File: config.mk
export PLATFORM = sky130hd
export DESIGN_NAME = interval_violation_monitor_flat
export DESIGN_NICKNAME = d
export VERILOG_FILES = /design/src/rtl/interval_violation_monitor_if.sv /design/src/rtl/interval_violation_monitor.sv /design/src/flat_wrapper.sv
export SDC_FILE = /design/constraint.sdc
export NUM_CORES = 1
export LEC_CHECK = 0
export BUFFER_PORTS_ARGS = -buffer_cell sky130_fd_sc_hd__buf_2
export CELL_PAD_IN_SITES_DETAIL_PLACEMENT = 1
export CELL_PAD_IN_SITES_GLOBAL_PLACEMENT = 1
export CORE_MARGIN = 1
export CORE_UTILIZATION = 42
export CTS_CLUSTER_SIZE = 28
export DETAILED_ROUTE_END_ITERATION = 8
export PLACE_DENSITY_LB_ADDON = 0.12
export SLEW_MARGIN = 20
export SYNTH_ARGS = -nofsm -noshare
export SYNTH_HDL_FRONTEND = slang
export SYNTH_SLANG_ARGS = --single-unit
File: constraint.sdc
create_clock -name clk -period 2.1 [get_ports clk]
set_input_delay 0.105 -clock clk [delete_from_list [all_inputs] [get_ports clk]]
set_output_delay 0.105 -clock clk [all_outputs]
set_load 0.01 [all_outputs]
File: src/rtl/interval_violation_monitor_if.sv
`default_nettype none
// ============================================================================
//  Module   : interval_violation_monitor_if
//  Purpose  : Bundles the host-facing control and status signals of the
//             multi-channel event-interval monitor.
//  Ports    : en, event_in, min_gap, max_gap, clr_status, irq_en  (to monitor)
//             early_pulse, late_pulse, viol_status, last_gap, irq,
//             first_viol_ts, first_viol_ch                      (from monitor)
//  Modports : master (stimulus / host side), slave (monitor side)
//  Revision : 1.0  initial release
// ============================================================================
interface interval_violation_monitor_if #(
  parameter int NUM_CH = 4,
  parameter int CNT_W  = 8,
  parameter int TS_W   = 16
);
  logic                    en;
  logic [NUM_CH-1:0]       event_in;
  logic [CNT_W-1:0]        min_gap;
  logic [CNT_W-1:0]        max_gap;
  logic [NUM_CH-1:0]       clr_status;
  logic [NUM_CH-1:0]       irq_en;
  logic [NUM_CH-1:0]       early_pulse;
  logic [NUM_CH-1:0]       late_pulse;
  logic [NUM_CH-1:0]       viol_status;
  logic [NUM_CH*CNT_W-1:0] last_gap;
  logic                    irq;
  logic [TS_W-1:0]         first_viol_ts;
  logic [NUM_CH-1:0]       first_viol_ch;

  modport master (
    output en, event_in, min_gap, max_gap, clr_status, irq_en,
    input  early_pulse, late_pulse, viol_status, last_gap, irq,
           first_viol_ts, first_viol_ch
  );

  modport slave (
    input  en, event_in, min_gap, max_gap, clr_status, irq_en,
    output early_pulse, late_pulse, viol_status, last_gap, irq,
           first_viol_ts, first_viol_ch
  );
endinterface
`default_nettype wire

File: src/rtl/interval_violation_monitor.sv
`default_nettype none
// ============================================================================
//  Module   : interval_violation_monitor
//  Purpose  : Per-channel event-interval checker. Counts cycles between
//             successive event strobes and flags intervals shorter than
//             min_gap (early) or reaching max_gap without an event (late).
//             Sticky status, masked interrupt and optional first-violation
//             timestamp capture.
//  Ports    : clk  - clock, all logic on posedge
//             rst  - synchronous active-high reset
//             bus  - interval_violation_monitor_if.slave (control/status)
//  Options  : IVM_VIOL_TS_EN - when defined, adds a free-running timestamp
//             and first-violation capture; otherwise first_viol_ts and
//             first_viol_ch are tied to zero.
//  Revision : 1.0  initial release
// ============================================================================
module interval_violation_monitor #(
  parameter int NUM_CH = 4,
  parameter int CNT_W  = 8,
  parameter int TS_W   = 16
) (
  input  wire logic                    clk,
  input  wire logic                    rst,
  interval_violation_monitor_if.slave  bus
);

  typedef enum logic [1:0] {
    S_IDLE  = 2'd0,
    S_ARMED = 2'd1,
    S_LATE  = 2'd2
  } state_t;

  localparam logic [CNT_W-1:0] G_MAX = '1;
  localparam logic [CNT_W-1:0] G_ONE = CNT_W'(1);

  logic [NUM_CH-1:0]       early_det;
  logic [NUM_CH-1:0]       late_det;
  logic [NUM_CH-1:0]       early_q;
  logic [NUM_CH-1:0]       late_q;
  logic [NUM_CH-1:0]       status_q;
  logic [NUM_CH-1:0]       status_next;
  logic                    irq_q;
  logic [NUM_CH*CNT_W-1:0] last_gap_w;

  generate
    for (genvar i = 0; i < NUM_CH; i++) begin : g_ch
      state_t           state;
      logic [CNT_W-1:0] gap;
      logic [CNT_W-1:0] last_gap_q;
      logic             ev;

      assign ev = bus.event_in[i];

      // Detection is combinational on the current count so the registered
      // pulse appears exactly one cycle after the detecting cycle.
      assign early_det[i] = bus.en && (state == S_ARMED) && ev && (gap < bus.min_gap);
      assign late_det[i]  = bus.en && (state == S_ARMED) && !ev &&
                            (bus.max_gap != '0) && (gap == bus.max_gap);

      assign last_gap_w[i*CNT_W +: CNT_W] = last_gap_q;

      always_ff @(posedge clk) begin
        if (rst) begin
          state      <= S_IDLE;
          gap        <= '0;
          last_gap_q <= '0;
        end else if (!bus.en) begin
          // Disabling abandons the current interval; last_gap is kept.
          state <= S_IDLE;
          gap   <= '0;
        end else begin
          case (state)
            S_IDLE: begin
              if (ev) begin
                state <= S_ARMED;
                gap   <= G_ONE;
              end
            end
            S_ARMED: begin
              if (ev) begin
                last_gap_q <= gap;
                gap        <= G_ONE;
              end else begin
                if (late_det[i]) state <= S_LATE;
                if (gap != G_MAX) gap <= gap + G_ONE;
              end
            end
            S_LATE: begin
              // Late already reported for this interval: measure, no early check.
              if (ev) begin
                last_gap_q <= gap;
                state      <= S_ARMED;
                gap        <= G_ONE;
              end else if (gap != G_MAX) begin
                gap <= gap + G_ONE;
              end
            end
            default: begin
              state <= S_IDLE;
              gap   <= '0;
            end
          endcase
        end
      end
    end
  endgenerate

  // A new set wins over a same-cycle clear on the same bit.
  assign status_next = (status_q & ~bus.clr_status) | early_det | late_det;

  always_ff @(posedge clk) begin
    if (rst) begin
      early_q  <= '0;
      late_q   <= '0;
      status_q <= '0;
      irq_q    <= 1'b0;
    end else begin
      early_q  <= early_det;
      late_q   <= late_det;
      status_q <= status_next;
      irq_q    <= |(status_q & bus.irq_en);
    end
  end

  assign bus.early_pulse = early_q;
  assign bus.late_pulse  = late_q;
  assign bus.viol_status = status_q;
  assign bus.last_gap    = last_gap_w;
  assign bus.irq         = irq_q;

`ifdef IVM_VIOL_TS_EN
  logic [TS_W-1:0]   ts_q;
  logic [TS_W-1:0]   fts_q;
  logic [NUM_CH-1:0] fch_q;

  always_ff @(posedge clk) begin
    if (rst) begin
      ts_q  <= '0;
      fts_q <= '0;
      fch_q <= '0;
    end else begin
      if (bus.en) ts_q <= ts_q + TS_W'(1);
      // Capture only on the all-clear to non-zero transition; hold until
      // the status register is fully cleared again.
      if ((status_q == '0) && (status_next != '0)) begin
        fts_q <= ts_q;
        fch_q <= early_det | late_det;
      end else if (status_next == '0) begin
        fts_q <= '0;
        fch_q <= '0;
      end
    end
  end

  assign bus.first_viol_ts = fts_q;
  assign bus.first_viol_ch = fch_q;
`else
  assign bus.first_viol_ts = {TS_W{1'b0}};
  assign bus.first_viol_ch = {NUM_CH{1'b0}};
`endif

endmodule
`default_nettype wire

File: src/flat_wrapper.sv
// flat-port wrapper written by rule: the top's interface ports become plain ports
module interval_violation_monitor_flat 
#(
  parameter int NUM_CH = 4,
  parameter int CNT_W  = 8,
  parameter int TS_W   = 16
)
  (clk, rst, bus_en, bus_event_in, bus_min_gap, bus_max_gap, bus_clr_status, bus_irq_en, bus_early_pulse, bus_late_pulse, bus_viol_status, bus_last_gap, bus_irq, bus_first_viol_ts, bus_first_viol_ch);
  interval_violation_monitor_if #(.NUM_CH(NUM_CH), .CNT_W(CNT_W), .TS_W(TS_W)) bus_i ();
  input  wire logic clk;
  input  wire logic rst;
  input wire logic [$bits(bus_i.en)-1:0] bus_en;
  input wire logic [$bits(bus_i.event_in)-1:0] bus_event_in;
  input wire logic [$bits(bus_i.min_gap)-1:0] bus_min_gap;
  input wire logic [$bits(bus_i.max_gap)-1:0] bus_max_gap;
  input wire logic [$bits(bus_i.clr_status)-1:0] bus_clr_status;
  input wire logic [$bits(bus_i.irq_en)-1:0] bus_irq_en;
  output wire logic [$bits(bus_i.early_pulse)-1:0] bus_early_pulse;
  output wire logic [$bits(bus_i.late_pulse)-1:0] bus_late_pulse;
  output wire logic [$bits(bus_i.viol_status)-1:0] bus_viol_status;
  output wire logic [$bits(bus_i.last_gap)-1:0] bus_last_gap;
  output wire logic [$bits(bus_i.irq)-1:0] bus_irq;
  output wire logic [$bits(bus_i.first_viol_ts)-1:0] bus_first_viol_ts;
  output wire logic [$bits(bus_i.first_viol_ch)-1:0] bus_first_viol_ch;
  assign bus_i.en = bus_en;
  assign bus_i.event_in = bus_event_in;
  assign bus_i.min_gap = bus_min_gap;
  assign bus_i.max_gap = bus_max_gap;
  assign bus_i.clr_status = bus_clr_status;
  assign bus_i.irq_en = bus_irq_en;
  assign bus_early_pulse = bus_i.early_pulse;
  assign bus_late_pulse = bus_i.late_pulse;
  assign bus_viol_status = bus_i.viol_status;
  assign bus_last_gap = bus_i.last_gap;
  assign bus_irq = bus_i.irq;
  assign bus_first_viol_ts = bus_i.first_viol_ts;
  assign bus_first_viol_ch = bus_i.first_viol_ch;
  interval_violation_monitor #(.NUM_CH(NUM_CH), .CNT_W(CNT_W), .TS_W(TS_W)) u_core (.clk(clk), .rst(rst), .bus(bus_i));
endmodule
**Word level (Yosys, flattened, before mapping)**

Index checks and enable logic that the tools add are counted.

- Add/subtract/negate cells: 4
- Magnitude comparators: 4
- Eq/ne operators: 36
- Mux-type cells: 32
- Bitwise operators: 6
- Reductions and logical operators: 55

Operators by type and width:

| kind | count |
|---|---|
| two-way mux 8 bit | 12 |
| case mux 8 bit (2 select lines) | 4 |
| adder 8 x 1 -> 8 bit, second input constant | 4 |
| equality test 8 bit | 4 |
| < comparator 8 bit | 4 |
| inequality test 8 bit, second input constant | 4 |
| logical AND 1 bit | 24 |
| two-way mux 2 bit | 12 |
| AND reduction 3 bit | 8 |
| OR reduction 2 bit | 9 |
| inequality test 2 x 1 -> 1 bit, second input constant | 8 |
| inequality test 2 bit, second input constant | 8 |
| case mux 2 bit (2 select lines) | 4 |
| inequality test 3 x 1 -> 1 bit, second input constant | 4 |
| AND 4 bit | 2 |
| equality test 2 x 1 -> 1 bit, second input constant | 4 |
| equality test 2 bit, second input constant | 4 |
| zero test 2 bit | 4 |
| OR 4 bit | 2 |
| AND reduction 2 bit | 4 |
| nonzero test 8 bit | 1 |
| zero test 1 bit | 4 |
| NOT 4 bit | 1 |
| OR reduction 4 bit | 1 |
| NOT 1 bit | 1 |

- Bits in registers: 85
- Bits of input ports: 31
- Output and inout port bits: 65
- Word-level logic and storage cells: 153

**Logic depth before layout (Yosys ltp)**

Gate-level depths: netlist of the first run.

- Word-level depth: 8
- Gate-level depth with buffers: 7
- Mapped depth without buffers: 7

**Worst setup path after synthesis of the first run**

OpenSTA, ideal clock, no wires.

- Path type: reg2reg
- Start: reg u_core.g_ch[2].state[0]
- End: reg u_core.g_ch[2].gap[0]
- Setup time: 0.070 ns
- Data arrival time: 1.821 ns
- Required time: 2.030 ns
- Setup slack: 0.208 ns
- Stages on the path, launching flop included: 8
- Buffers on the path: 0
- Period minus slack after synthesis: 1.892 ns
- Path through: dfxtp_1 -> inv_1 -> ha_1 -> and3_1 -> a31oi_2 -> nor2_1 -> or3_1 -> a21oi_1

- Word-level cells in the longest chain between the ends: 4
- Elaborated cells between the ends (all ways): 8
- Classes of those cells: eq/ne: 4; mux: 1; reduce/logical: 3

RTL lines:

| item | line | text |
|---|---|---|
| from (decl) | interval_violation_monitor.sv:47 | `state_t state;` |
| from (signal assigned) | interval_violation_monitor.sv:64 | `state <= S_IDLE;` |
| from (signal assigned) | interval_violation_monitor.sv:69 | `state <= S_IDLE;` |
| from (signal assigned) | interval_violation_monitor.sv:75 | `state <= S_ARMED;` |
| equality test 2 bit / equality test 2 x 1 -> 1 bit (equally long branches) | interval_violation_monitor.sv:72 | `case (state)` |
| OR reduction 2 bit (no source line) | n/a |  |
| inequality test 3 x 1 -> 1 bit (no source line) | n/a |  |
| AND reduction 2 bit (no source line) | n/a |  |
| to (signal assigned) | interval_violation_monitor.sv:85 | `if (gap != G_MAX) gap <= gap + G_ONE;` |
| to (signal assigned) | interval_violation_monitor.sv:95 | `gap <= gap + G_ONE;` |
| to (decl) | interval_violation_monitor.sv:48 | `logic [CNT_W-1:0] gap;` |

Several ways; a longest one is shown, not always the timed one.
A chain may end at the register's enable or synchronous reset.

**Final worst setup path of the first run**

- Start: reg u_core.g_ch[0].state[0]
- End: reg u_core.g_ch[0].gap[0]

- Word-level cells in the longest chain between the ends: 4
- Elaborated cells between the ends (all ways): 8
- Classes of those cells: eq/ne: 4; mux: 1; reduce/logical: 3

RTL lines:

| item | line |
|---|---|
| from (decl) | interval_violation_monitor.sv:47 |
| from (signal assigned) | interval_violation_monitor.sv:64 |
| from (signal assigned) | interval_violation_monitor.sv:69 |
| from (signal assigned) | interval_violation_monitor.sv:75 |
| equality test 2 bit / equality test 2 x 1 -> 1 bit (equally long branches) | interval_violation_monitor.sv:72 |
| OR reduction 2 bit (no source line) | n/a |
| inequality test 3 x 1 -> 1 bit (no source line) | n/a |
| AND reduction 2 bit (no source line) | n/a |
| to (signal assigned) | interval_violation_monitor.sv:85 |
| to (signal assigned) | interval_violation_monitor.sv:95 |
| to (decl) | interval_violation_monitor.sv:48 |

Several ways; a longest one is shown, not always the timed one.

==> impl_metrics.py, run 1 <==
metrics = {
    "place": {
        "io_buffers": 75,
        "gp_congestion": 0.834,
        "place_area_um2": 5720,
        "pre_cts_slack_ps": 66.7,
        "dpl.hpwl_um": 11600,
    },
    "routing": {
        "totalWireLength_um": 15400,
        "met1Wirelength_um": 6970,
        "detail-route-antenna-nets": 0,
        "dr.first_iter.drc_count": 215,
        "route.detailed.drc": 0,
        "route.met2.wl_um": 7550,
        "vias": 4633,
        "wl_met3_um": 458,
        "drt_pass1_iterations": 4,
        "wl_per_cell_um": 18.2,
        "routed_via_density": 5.47,
        "top_layer": "met4",
    },
    "sta": {
        "max_slew_margin": 0.526,
        "final-max-slew-violation-count": 0,
        "finalCriticalPeriod_ps": 2000,
        "holdWs_ps": 42.5,
        "tightest_slew_ps": 704,
        "finalClockSkew_ps": 6.28,
        "fin_crit_sh": 0.953,
        "timing.fmax_mhz": 500,
        "worst_slack_ps": 98.9,
        "finalSetupViolations": 0,
        "hold_violations": 0,
    },
    "logic_synthesis": {
        "synth_area_per_cell_um2": 8.74,
        "synth_top_family_by_area": "simple AND/OR/NAND/NOR gates",
        "yosys.area_share.adder": 0.124,
        "yosysTopAreaCellShare": 0.326,
        "synthSimpleGateAreaFrac": 0.193,
        "synthTopCellsByArea": "dfxtp_1 (33%), ha_1 (12%), mux2i_1 (6.9%)",
        "synthesis.area_um2": 5230,
        "yosys.area.top_type": "dfxtp_1",
        "synth_mux_area_frac": 0.0689,
        "synth_compound_area_frac": 0.138,
        "syn_inst": 598,
        "synth_ff_type": "dfxtp_1",
        "synthDistinctLibCells": 58,
        "synth_seq_area_share": 0.326,
        "synth_edf_count": 0,
        "synth_seq_cells": 85,
        "async_reset_ff_frac": 0,
        "synthXorXnorAreaFrac": 0.0704,
        "synth_warnings": 0,
    },
    "worst_setup_path": {
        "cp_max_fo": 8,
        "start_kind": "flop",
        "r2r-start": "u_core.g_ch[0].state[0]",
        "cp-end-kind": "flop",
        "critPathArrivalTime_ps": 2290,
        "worstPathRequired_ps": 2380,
        "worstSetupPathType": "reg2reg",
        "critPathLaunch": "u_core.g_ch[0].state[0]",
    },
    "layout": {
        "final_common_cell": "dfxtp_1",
        "fill_cells": 1431,
        "final_nets": 757,
        "multi_input_area_um2": 3200,
        "final_cell_mix": "dfxtp_1 (84), buf_2 (75), nor2_1 (72), ha_1 (52), a21oi_1 (39)",
        "diodes": 0,
        "drive_gt1_frac": 0.191,
        "post-route-util": 0.505,
        "ff_latch_area_um2": 1700,
        "areaGrowthSynthToFinish_pct": 16.6,
        "fin_area_um2": 6090,
    },
    "clocking": {
        "clkTransAtPathRegs_ps": 70,
        "cts_sinks": 85,
        "cts_tree": "built",
        "h-tree-depth": 3,
        "cts-root-buf": "clkbuf_16",
        "postCtsHoldBufs": 0,
        "clkLatencyLatePin_ps": 350,
        "clk_path_buf_depth": 2,
        "cts-buffers-inserted": 9,
    },
    "die": {
        "initial_utilization": 0.433,
        "io-pin-count": 96,
        "die_area_um2": 12900,
        "die_w_um": 114,
        "fp.dieH_um": 114,
        "fp-row-count": 40,
        "core-area_um2": 12100,
    },
    "power": {
        "finalPower_w": 0.00388,
        "ir_drop_mv": 0.443,
        "p_per_area_nw_per_um2": 637,
        "leakage_nw": 2.96,
    },
    "global_routing": {
        "overflow": 0,
        "grt_max_degree": 24,
        "grt_usage": 0.247,
        "grt_antenna_before_repair": 0,
        "grt_pass1_wl_um": 24800,
        "grt_pass1_vias": 4851,
    },
    "hold_path": {
        "hp-class": "in2reg",
        "min-delay-start": "bus_irq_en[1]",
    },
    "outcome": {
        "status": "completed",
    },
    "job": {
        "cap_violations": 0,
    },
}
-- timing repair --
action,CTS,global route
gates resized for setup,0,4
endpoints found under the setup margin,0,15
buffers inserted,0,2
endpoints found under the hold margin,0,0
-- per-layer routing --
metal	global-route usage	vias to the layer above
li1	-	2219
met1	0.307	2274
met2	0.423	107
met3	0.0329	33
met4	0.116	0
met5	0	-
-- cell type report --
| class | instances | share of cell area |
|---|---|---|
| Timing Repair Buffer | 97 | 0.0887 |
| Inverter | 27 | 0.0166 |
| Sequential cell | 85 | 0.279 |
| Multi-Input combinational cell | 454 | 0.525 |
| Tap cell | 168 | 0.0345 |
| Clock buffer | 12 | 0.0404 |
| Clock inverter | 4 | 0.0156 |
-- kinds of logic (layout without fill, tap and decap cells) --
group	after synthesis	after routing
other cells	1	20
xor+xnor	42	42
compound gates	112	112
buf+inv	78	140
simple gates	192	192
flops	85	85
fa+ha+maj	52	52
mux	36	36
-- worst paths after layout --
check,endpoint,slack [ps],depth (start not counted)
setup / recovery,u_core.g_ch[0].gap[0],100,7
hold / removal,u_core.bus.irq,40,3
setup reg to reg,u_core.g_ch[0].gap[0],100,7
hold reg to reg,u_core.g_ch[1].last_gap_q[5],490,2
-- worst max-delay path, stage by stage, from the launching register on --
cell,delay (ps)
dfxtp_1,390
inv_1,100
ha_1,370
and4_1,250
a31oi_2,220
nor2_2,110
or3_1,350
a21oi_1,140
-- state kept, by name (all words and copies together) (netlist names) --
name and cells:
u_core.bus.late_pulse 4, u_core.g_ch.last_gap_q 32, u_core.bus.early_pulse 4, u_core.bus.viol_status 4, u_core.bus.irq 1, u_core.g_ch.gap 32
u_core.g_ch.state 8
-- through the flow --
step,instances,setup TNS (ps)
floorplan,617,0
CTS,845,0
finish,847,0
global placement,829,0
detailed placement,829,0
global route,847,-7.82
-- cells in the mapped netlist (10+ instances only) --
| master | number |
|---|---|
| and3_1 | 13 |
| o211ai_1 | 10 |
| nand3_1 | 15 |
| nor2_1 | 73 |
| dfxtp_1 | 85 |
| nand2_1 | 17 |
| nor3_1 | 11 |
| buf_4 | 23 |
| inv_1 | 27 |
| mux2i_1 | 36 |
| nand2b_1 | 13 |
| ha_1 | 52 |
| nor4_1 | 10 |
| a21oi_1 | 39 |
| o21ai_0 | 26 |
| clkbuf_1 | 20 |
| xnor2_1 | 12 |
| xor2_1 | 30 |
-- report_power, final --
part | switching, W | leakage (nW) | internal [W]
Combinational | 0.000248 | 2.11 | 0.000139
Sequential | 0.0000157 | 0.686 | 0.00163
Clock | 0.000659 | 0.167 | 0.00119
Total | 0.000923 | 2.96 | 0.00296
No activity file was read; power rests on OpenSTA's default activity.
==> run 2, diff against run 1 <==
--- a/config.mk
+++ b/config.mk
@@ -15,3 +15,2 @@
 export PLACE_DENSITY_LB_ADDON = 0.12
-export SLEW_MARGIN = 20
 export SYNTH_ARGS = -nofsm -noshare
==> constraint.sdc (replaced) <==
create_clock -name clk -period 2.1 [get_ports clk]
set_input_delay 0.315 -clock clk [delete_from_list [all_inputs] [get_ports clk]]
set_output_delay 0.315 -clock clk [all_outputs]
set_load 0.01 [all_outputs]
==> run 2 against run 1 <==
Compared with the run above: global-route usage increased by 0.085 points; critical path depth increased by 1; die area unchanged; combinational power increased by 2%; final cell count increased by 0.35%; sequential power about the same; critical path type unchanged; highest routed layer unchanged.
==> impl_metrics.py, run 2 (synthesized netlist as in run 1, its figures left out) <==
metrics = {
    "worst_setup_path": {
        "r2r-end": "u_core.g_ch[1].gap[6]",
        "worstSetupPathType": "reg2reg",
        "r2r-start": "u_core.g_ch[1].state[1]",
        "crit_chain": "inv_1 -> ha_1 -> and3_1 -> a41oi_1 -> nor2_1 -> buf_4 -> o21ai_0 -> a21oi_1",
        "cp_max_fo": 4,
        "cp-end-kind": "flop",
        "start_kind": "flop",
        "worstPathRequired_ps": 2340,
        "rr_worst_depth": 8,
        "critPathArrivalTime_ps": 2220,
        "r2r_setup_slack_ps": 120,
        "slowest_stage": "dfxtp_1",
        "max_stage_delay_ps": 380,
    },
    "clocking": {
        "cts_tree": "built",
        "cts_sinks": 85,
        "clk_path_buf_depth": 2,
        "cts-buffers-inserted": 9,
        "clkLatencyLatePin_ps": 350,
        "cts_resized": 0,
        "h-tree-depth": 3,
        "postCtsHoldBufs": 0,
        "cts-root-buf": "clkbuf_16",
        "postCtsSetupBuffers": 0,
        "clkTransAtPathRegs_ps": 60,
    },
    "layout": {
        "fin_area_um2": 6070,
        "final_nets": 761,
        "post-route-util": 0.504,
        "diodes": 0,
        "top_regs": "u_core.g_ch.gap (32), u_core.g_ch.last_gap_q (32), u_core.g_ch.state (8)",
        "drive_gt1_frac": 0.201,
        "areaGrowthSynthToFinish_pct": 16.2,
        "final_cell_mix": "dfxtp_1 (82), buf_2 (75), nor2_1 (72), ha_1 (51), a21oi_1 (39)",
        "fin_cells": 850,
        "fill_cells": 1441,
        "final_common_cell": "dfxtp_1",
    },
    "global_routing": {
        "grt_max_degree": 39,
        "overflow": 0,
        "grt_antenna_before_repair": 0,
        "grt_pass1_vias": 4701,
        "grt_usage": 0.248,
        "grt_pass1_wl_um": 24600,
    },
    "power": {
        "finalPower_w": 0.00359,
        "leakage_nw": 2.96,
        "ir_drop_mv": 0.276,
        "p_per_area_nw_per_um2": 591,
    },
    "sta": {
        "finalCriticalPeriod_ps": 1980,
        "setup_tns_ps": 0,
        "finalClockSkew_ps": 4.03,
        "final-max-slew-violation-count": 0,
        "fin_crit_sh": 0.944,
        "timing.fmax_mhz": 505,
        "rsz0062_at_grt": "false",
        "tightest_slew_ps": 565,
        "hold_violations": 0,
        "max_slew_margin": 0.622,
        "finalSetupViolations": 0,
    },
    "hold_path": {
        "hold-path-endpoint": "u_core.bus.irq",
        "hp-class": "in2reg",
        "hold-path-cell-count": 3,
        "min-delay-start": "bus_irq_en[1]",
    },
    "place": {
        "dpl.hpwl_um": 11400,
        "io_buffers": 75,
        "gp_congestion": 0.830,
        "place_area_um2": 5770,
        "placedCellCount": 835,
    },
    "outcome": {
        "status": "completed",
    },
    "routing": {
        "routed_via_density": 5.32,
        "totalWireLength_um": 15200,
        "wl_per_cell_um": 17.9,
        "route.detailed.drc": 0,
        "dr.first_iter.drc_count": 188,
        "drt_pass1_iterations": 4,
        "vias": 4525,
        "detail-route-antenna-nets": 0,
    },
    "die": {
        "die_area_um2": 12900,
        "initial_utilization": 0.433,
        "fp-row-count": 40,
        "core-area_um2": 12100,
        "io-pin-count": 96,
        "die_w_um": 114,
        "fp.dieH_um": 114,
    },
    "job": {
        "cap_violations": 0,
    },
}
-- run 2: changes by cell type in the layout (fill, tap and decap cells not counted), moves of 2 or more --
| cell | before | now |
|---|---|---|
| bufinv_16 | 3 | 1 |
| dfxtp_2 | 1 | 3 |
| clkinv_2 | 1 | 3 |
| buf_4 | 22 | 26 |
| dfxtp_1 | 84 | 82 |
-- run 2: area by class of cell --
| type | instances | area (um^2) | area share |
|---|---|---|---|
| well taps | 168 | 210 | 0.0346 |
| inverters | 27 | 101 | 0.0167 |
| repair buffers | 101 | 571 | 0.0939 |
| flip-flops and latches | 85 | 1710 | 0.281 |
| multi-input cells | 454 | 3210 | 0.528 |
| clock buffers | 10 | 229 | 0.0377 |
| clock inverters | 5 | 52.6 | 0.00865 |
-- run 2: metal layers --
layer | global-route usage | part of all wire
met1 | 0.313 | 0.46
met2 | 0.422 | 0.49
met3 | 0.0345 | 0.025
met4 | 0.104 | 0.022
met5 | 0 | 0
-- run 2: where the power goes --
part	switching, W	internal (W)	leakage (nW)	total, W
sequential	0.0000158	0.00163	0.687	0.00164
combinational	0.000249	0.000146	2.13	0.000395
clock	0.000642	0.000908	0.138	0.00155
total	0.000907	0.00268	2.96	0.00359
-- run 2: how the worst max path moves through the flow --
stage,startpoint,to,slack (ps)
2_1_floorplan,u_core.g_ch[2].state[0],u_core.g_ch[2].gap[0],210
3_3_place_gp,bus_max_gap[4],u_core.g_ch[0].state[1],180
3_5_place_dp,u_core.g_ch[0].state[0],u_core.g_ch[0].gap[0],40
4_1_cts,u_core.g_ch[0].state[0],u_core.g_ch[0].gap[0],0.7
5_1_grt,u_core.g_ch[1].state[1],u_core.g_ch[1].gap[6],1
6_report,u_core.g_ch[1].state[1],u_core.g_ch[1].gap[6],120
-- run 2: through the flow --
step	worst slack, ps	hold WS [ps]
floorplan	208	488
CTS	0.743	245
global placement	180	471
global route	1.16	272
detailed placement	43.9	482
finish	118	255
-- run 2: critical path, delay by kind of cell (launching register included) --
family | cells | cell delay, ps
AOI/OAI and AO/OA | 3 | 620
DFF | 1 | 380
adders and majority gates | 1 | 310
and+or+nand+nor | 2 | 290
buffers and inverters | 2 | 280
==> run 3, diff against run 2 <==
CORE_UTILIZATION = 44   (was 42)
CTS_BUF_LIST = sky130_fd_sc_hd__clkbuf_8   (was not set)
==> run 3 against run 2 <==
Compared with the run above: the run now ends with design-rule violations left; clock skew rose by 7.9 ps; largest cell class unchanged; core utilization rose by 1.8 points; fmax fell by 0.45%.
==> impl_metrics.py, run 3 (synthesized netlist as in run 1, its figures left out) <==
metrics = {
    "global_routing": {
        "overflow": 0,
        "grt_usage": 0.264,
        "met2_usage": 0.459,
        "use_met1": 0.314,
        "grt_max_degree": 34,
        "grt_pass1_wl_um": 25300,
        "top_usage_layer": "met2",
        "grt_antenna_before_repair": 0,
        "grt_pass1_vias": 4993,
        "met3_usage": 0.0508,
    },
    "sta": {
        "max_slew_margin": 0.614,
        "tightest_slew_ps": 578,
        "finalSetupViolations": 0,
        "hold_violations": 0,
        "fin_crit_sh": 0.948,
        "setup_tns_ps": 0,
        "timing.fmax_mhz": 502,
        "finalCriticalPeriod_ps": 1990,
        "rsz0062_at_grt": "false",
        "finalClockSkew_ps": 11.9,
        "final-max-slew-violation-count": 0,
    },
    "clocking": {
        "postCtsHoldBufs": 0,
        "cts-buffers-inserted": 9,
        "cts-root-buf": "clkbuf_8",
        "clk_path_buf_depth": 2,
        "clkLatencyLatePin_ps": 390,
        "postCtsSetupBuffers": 0,
        "h-tree-depth": 3,
        "cts_sinks": 85,
        "clkTransAtPathRegs_ps": 80,
        "cts_tree": "built",
    },
    "power": {
        "pwr-share-seq": 0.475,
        "ir_drop_mv": 0.478,
        "p_per_area_nw_per_um2": 574,
        "p_sw_w": 0.000867,
        "clockPowerShare": 0.411,
        "switching_share": 0.252,
        "pwr-share-comb": 0.114,
        "leakage_nw": 2.95,
        "power.internal_w": 0.00258,
    },
    "routing": {
        "routed_via_density": 5.57,
        "detail-route-antenna-nets": 0,
        "drt_pass1_iterations": 6,
        "wl_per_cell_um": 18.7,
        "dr.first_iter.drc_count": 259,
        "totalWireLength_um": 15500,
        "route.detailed.drc": 14,
        "vias": 4609,
    },
    "layout": {
        "drive_gt1_frac": 0.200,
        "final_cell_mix": "dfxtp_1 (83), buf_2 (75), nor2_1 (72), ha_1 (51), a21oi_1 (39)",
        "diodes": 0,
        "top_regs": "u_core.g_ch.gap (32), u_core.g_ch.last_gap_q (32), u_core.g_ch.state (8)",
        "final_common_cell": "dfxtp_1",
        "fin_cells": 827,
        "final_nets": 762,
        "areaGrowthSynthToFinish_pct": 14.9,
    },
    "die": {
        "fp.dieH_um": 111,
        "die_area_um2": 12300,
        "die_w_um": 111,
        "core-area_um2": 11500,
        "fp-row-count": 39,
        "initial_utilization": 0.454,
        "io-pin-count": 96,
    },
    "hold_path": {
        "hp-class": "in2reg",
        "hold-path-cell-count": 3,
    },
    "job": {
        "cap_violations": 0,
    },
    "outcome": {
        "status": "finished with violations",
        "violations": "design-rule violations",
    },
    "worst_setup_path": {
        "r2r_setup_slack_ps": 110,
        "worstPathRequired_ps": 2410,
        "cp-end-kind": "flop",
        "cp_max_fo": 8,
        "critPathArrivalTime_ps": 2300,
        "worstSetupPathType": "reg2reg",
        "start_kind": "flop",
        "rr_worst_depth": 7,
    },
    "place": {
        "gp_congestion": 0.827,
        "io_buffers": 75,
        "placedCellCount": 811,
        "dpl.hpwl_um": 11700,
    },
}
## run 3: metal layers
layer | routed length [um] | vias to the layer above
li1 | - | 2233
met1 | 6760 | 2219
met2 | 7610 | 122
met3 | 596 | 35
met4 | 527 | 0
met5 | 0 | -
## run 3: stage by stage
step | hold slack (ps) | instance area, um^2 | worst slack (ps) | power (W) | util
after floorplan | 488 | 5300 | 208 | 0.00196 | -
after global placement | 473 | 5740 | 193 | 0.00204 | 0.499
after detailed placement | 484 | 5740 | 37.2 | 0.00206 | 0.499
after CTS | 218 | 5980 | 3.08 | 0.00348 | 0.520
after global routing | 252 | 6000 | 15.0 | 0.00358 | 0.521
final | 239 | 6000 | 109 | 0.00345 | 0.521
## run 3: worst paths after layout
path	start	endpoint
max reg2reg	u_core.g_ch[0].state[0]	u_core.g_ch[0].gap[0]
max	u_core.g_ch[0].state[0]	u_core.g_ch[0].gap[0]
min	bus_irq_en[0]	u_core.bus.irq
min reg2reg	u_core.g_ch[3].last_gap_q[1]	u_core.g_ch[3].last_gap_q[1]
## run 3: cell type report
cell class	count	area [um^2]
Sequential cell	85	1700
Clock inverter	6	103
Tap cell	143	179
Fill cell	1379	5510
Timing Repair Buffer	102	578
Clock buffer	10	138
Inverter	27	101
Multi-Input combinational cell	454	3200
## run 3: repair_timing
action                                  CTS  global route
hold endpoints to repair                  0             0
pin swaps                                 0             0
gates resized for setup                   1             5
endpoints found under the setup margin    1             6
## run 3: worst max-delay path: stages, from the launching register on
cell and delay, ps:
dfxtp_1 410, inv_1 110, ha_2 330, and4_1 240, a31oi_2 220, nor2_2 110, or3_1 360, a21oi_1 150
## run 3: power groups by stage
stage               Clock, W  Sequential [W]  Combinational (W)
global placement           0         0.00167           0.000370
floorplan                  0         0.00168           0.000288
finish               0.00142         0.00164           0.000394
CTS                  0.00146         0.00164           0.000391
global route         0.00151         0.00164           0.000434
detailed placement         0         0.00168           0.000387
